File: config.mk
export PLATFORM = sky130hd
export DESIGN_NAME = rsa_mont_mult
export DESIGN_NICKNAME = d
export VERILOG_FILES = /design/src/rtl/rsa_mont_mult.sv
export SDC_FILE = /design/constraint.sdc
export NUM_CORES = 2
export LEC_CHECK = 0
export ABC_CLOCK_PERIOD_IN_PS = 65300
export BUFFER_PORTS_ARGS = -buffer_cell sky130_fd_sc_hd__buf_4
export CAP_MARGIN = 40
export CORE_MARGIN = 4
export CORE_UTILIZATION = 40
export DETAILED_ROUTE_END_ITERATION = 16
export PLACE_DENSITY = 0.56
export SYNTH_ARGS = -nofsm -noshare
export SYNTH_HDL_FRONTEND = slang
export SYNTH_SLANG_ARGS = --single-unit
File: constraint.sdc
create_clock -name clk -period 65.3 [get_ports clk]
set_input_delay 3.265 -clock clk [delete_from_list [all_inputs] [get_ports clk]]
set_output_delay 3.265 -clock clk [all_outputs]
set_load 0.005 [all_outputs]
File: src/rtl/rsa_mont_mult.sv
// Bit-serial radix-2 Montgomery multiplier: result = A*B*2^-WIDTH mod N.
// One iteration per cycle over the bits of A, then a single conditional subtraction.
module rsa_mont_mult #(
  parameter int WIDTH = 256
) (
  input  logic             clk,
  input  logic             reset,
  input  logic             start,
  input  logic [WIDTH-1:0] N_i,
  input  logic [WIDTH-1:0] A_i,
  input  logic [WIDTH-1:0] B_i,
  output logic             busy,
  output logic             done,
  output logic [WIDTH-1:0] result_o
);

  localparam int CW = $clog2(WIDTH) + 1;
  localparam logic [CW-1:0] LAST = CW'(WIDTH - 1);

  typedef enum logic [1:0] {IDLE, RUN, FIX} state_t;

  state_t           state, state_next;
  logic [WIDTH-1:0] n_r, a_r, b_r;
  logic [WIDTH+1:0] m, sum_ab, sum_n;
  logic [WIDTH-1:0] m_sub;
  logic [CW-1:0]    i;
  logic             a_bit;

  always_ff @(posedge clk or posedge reset) begin
    if (reset) state <= IDLE;
    else       state <= state_next;
  end

  always_comb begin
    state_next = state;
    unique case (state)
      IDLE:    if (start) state_next = RUN;
      RUN:     if (i == LAST) state_next = FIX;
      FIX:     state_next = IDLE;
      default: state_next = IDLE;
    endcase
  end

  // m < 2N, so m - N fits in WIDTH bits whenever the subtraction is taken.
  always_comb begin
    a_bit  = a_r[i[CW-2:0]];
    sum_ab = m + (a_bit ? {2'b00, b_r} : '0);
    sum_n  = sum_ab + (sum_ab[0] ? {2'b00, n_r} : '0);
    m_sub  = m[WIDTH-1:0] - n_r;
  end

  always_ff @(posedge clk or posedge reset) begin
    if (reset) begin
      n_r      <= '0;
      a_r      <= '0;
      b_r      <= '0;
      m        <= '0;
      i        <= '0;
      done     <= 1'b0;
      result_o <= '0;
    end else begin
      done <= (state == FIX);
      unique case (state)
        IDLE: begin
          if (start) begin
            n_r <= N_i;
            a_r <= A_i;
            b_r <= B_i;
            m   <= '0;
            i   <= '0;
          end
        end
        RUN: begin
          m <= sum_n >> 1;
          i <= i + 1'b1;
        end
        FIX: begin
          result_o <= (m >= {2'b00, n_r}) ? m_sub : m[WIDTH-1:0];
        end
        default: ;
      endcase
    end
  end

  assign busy = (state != IDLE);

endmodule
==> results.sh <==
export IMPL_r2r_start="i[0]"
export IMPL_grt_pass1_vias=102000
export IMPL_syn_inst=14300
export IMPL_avgSynthCellArea_um2=7.41
export IMPL_synth_fp_nets=15900
export IMPL_track_usage_pct=33.5
export IMPL_antenna_left=0
export IMPL_synth_ff_type="dfrtp_1"
export IMPL_synth_top_area_share_pct=30.5
export IMPL_htreeDepth=4
export IMPL_cp_max_fo=60
export IMPL_synth_seq_area_share_pct=30.5
export IMPL_critPathCaptureType="flop"
export IMPL_slew_violations=0
export IMPL_area_growth_pct=15.3
export IMPL_clock_sinks=1293
export IMPL_finClkSkew_ns=0.116
export IMPL_ys_ff_latch=1293
export IMPL_synth_area_leader_cell="dfrtp_1"
export IMPL_worst_path_max_delay_cell="mux4_4"
export IMPL_vias=107000
export IMPL_drtIter0Drc=11200
export IMPL_row_count=188
export IMPL_leakage_nw=59.7
export IMPL_synthTopCellsByArea="dfrtp_1 (31%), nand2_1 (11%), ha_1 (9.1%)"
export IMPL_hold_path_class="flop to flop"
export IMPL_reg2reg_to="m[250]"
export IMPL_hold_depth=2
export IMPL_cts_hold_buf=0
export IMPL_maxCapViolations=0
export IMPL_postCtsSetupBuffers=0
export IMPL_slew_headroom_pct=24.8
export IMPL_wire_per_inst_um=25.7
export IMPL_cp_start_kind="flop"
export IMPL_setup_viol=0
export IMPL_clock_latency_ns=0.90
export IMPL_die_area_um2=273000
export IMPL_die_x_um=523
export IMPL_worstRegToRegCells=43
export IMPL_synth_cell_types=91
export IMPL_max_freq_mhz=63.8
export IMPL_drive_gt1_share_pct=10.8
export IMPL_synthTopCellsByCount="nand2_1 (3,174), a21oi_1 (1,541), o21ai_0 (1,489)"
export IMPL_hold_viol=0
export IMPL_first_pass_iters=6
export IMPL_nFillCells=27200
export IMPL_worstSetupPathType="flop to flop"
export IMPL_finalSetupTns_ns=0
export IMPL_tightest_slew_ns=1.13
export IMPL_wl_mm=475
export IMPL_grt_pass1_wl_mm=689
export IMPL_cpPeakStageDelay_ns=0.95
export IMPL_die_y_um=523
export IMPL_status="completed"
export IMPL_overflow=0
export IMPL_critPathRequiredTime_ns=66.05
export IMPL_antenna_found_initial=34
export IMPL_finalNetCount=16300
export IMPL_start_util_pct=40.3
export IMPL_via_per_inst=5.80
export IMPL_place_hpwl_mm=390
export IMPL_postLayoutCellArea_um2=122000
export IMPL_rsz0062_at_grt="false"
export IMPL_gp_congestion=1.07
export IMPL_drcViolationCount=0
export IMPL_cts_root_buf="clkbuf_16"
export IMPL_ios=1029
export IMPL_min_to="b_r[23]"
export IMPL_finalCritPeriodShare_pct=24.0
export IMPL_clock_path_buffers=3
export IMPL_reg2reg_slack_ns=49.64
export IMPL_startpoint="i[0]"
export IMPL_max_vdd_ir_drop_mv=0.0271
export IMPL_cts_tree="done"
export IMPL_async_reset_ff_share_pct=100
export IMPL_yosysMostFrequentCell="nand2_1"
export IMPL_power_density_nw_per_um2=15.0
export IMPL_synth_area_um2=106000
export IMPL_synth_warnings=0
export IMPL_coreArea_um2=263000
export IMPL_min_period_ns=15.66
export IMPL_cts_buffers=159
export IMPL_synth_edf_count=0
export IMPL_place_area_um2=116000
export IMPL_cts_resized=0
export IMPL_path_clk_slew_ns=0.07
export IMPL_port_buffers=1028
export IMPL_grt_max_degree=183
export IMPL_min_from="b_r[23]"
export IMPL_critPathArrivalTime_ns=16.41
cell usage in the layout, fill, tap and decap left out, types with 30 or more instances in the layout:
master / synthesis / routed
nor2b_1: 69 / 68
a21o_1: 327 / 327
clkinv_2: 0 / 30
xor2_1: 268 / 268
nor2_1: 965 / 964
o21bai_1: 265 / 265
nand2b_1: 74 / 72
mux4_2: 85 / 84
nand2_1: 3174 / 3173
dfrtp_1: 1293 / 1291
or3_1: 38 / 38
nand4_1: 414 / 414
o211ai_1: 42 / 42
clkbuf_16: 0 / 159
inv_1: 561 / 560
and2_1: 534 / 533
or2_2: 31 / 31
nor3_1: 165 / 164
nand3_1: 125 / 125
o21ai_0: 1489 / 1488
xnor2_1: 485 / 485
a21oi_1: 1541 / 1541
a211oi_1: 40 / 40
o31ai_1: 70 / 70
buf_4: 1 / 1117
and3_1: 31 / 31
a21boi_0: 73 / 73
o21a_1: 104 / 104
ha_1: 769 / 768
a31oi_1: 78 / 77
nor4_1: 54 / 54
area by class of cell:
| class | instances | area (µm²) | area share, % |
|---|---|---|---|
| inverters | 561 | 2110 | 1.73 |
| clock inverters | 94 | 1400 | 1.14 |
| clock buffers | 206 | 4420 | 3.61 |
| repair buffers | 1155 | 8940 | 7.32 |
| diodes | 22 | 55.1 | 0.0451 |
| well taps | 3515 | 4400 | 3.60 |
| multi-input cells | 11600 | 68500 | 56.1 |
| flip-flops and latches | 1293 | 32400 | 26.5 |
where the power goes:
part | internal [W] | leakage (nW) | switching [W]
clock | 0.000561 | 2.79 | 0.000417
sequential | 0.000801 | 15.5 | 0
combinational | 0.0000304 | 41.4 | 0.0000262
stage by stage:
stage          total power (W)  hold WS (ns)  setup WS [ns]  utilization [%]  cells
2_1_floorplan         0.000830         0.437          25.59                -  14300
3_3_place_gp          0.000873         0.450          49.76             44.1  18100
3_5_place_dp          0.000874         0.455          49.87             44.2  18200
4_1_cts                0.00186         0.471          49.77             46.4  18500
5_1_grt                0.00189         0.483          48.70             46.4  18500
6_report               0.00184         0.462          49.64             46.5  18500
cell families after synthesis:
group / synth area share (%)
simple gates: 23.9
fa+ha+maj: 9.14
buf+inv: 4.93
flops: 30.5
mux: 1.97
compound gates: 23.3
xor+xnor: 6.22
per-layer routing:
metal	global-route usage, %	share of wire, %
met1	48.3	45
met2	50.7	43
met3	4.55	7.6
met4	13.0	4.4
met5	0	0.012
registers in the layout, summed over array words and instances (netlist names):
name / cells
result_o: 256
state: 2
done: 1
m: 257
n_r: 256
a_r: 256
i: 9
b_r: 256
worst max-delay path by stage:
stage	endpoint	slack, ns	depth (start not counted)
5_1_grt	m[253]	48.70	46
3_3_place_gp	m[250]	49.76	41
6_report	m[250]	49.64	43
3_5_place_dp	m[253]	49.87	46
4_1_cts	m[253]	49.77	46
2_1_floorplan	a_r[0]	25.59	1
critical path, delay by kind of cell (launching register included):
family,cells,cell delay (ns)
AOI/OAI and AO/OA,25,8.20
muxes,4,2.58
and+or+nand+nor,7,1.74
buffers and inverters,3,0.91
DFF,1,0.90
adders and majority gates,2,0.74
xor gates and xnor gates,2,0.29
Power figures use the tool's default switching activity.
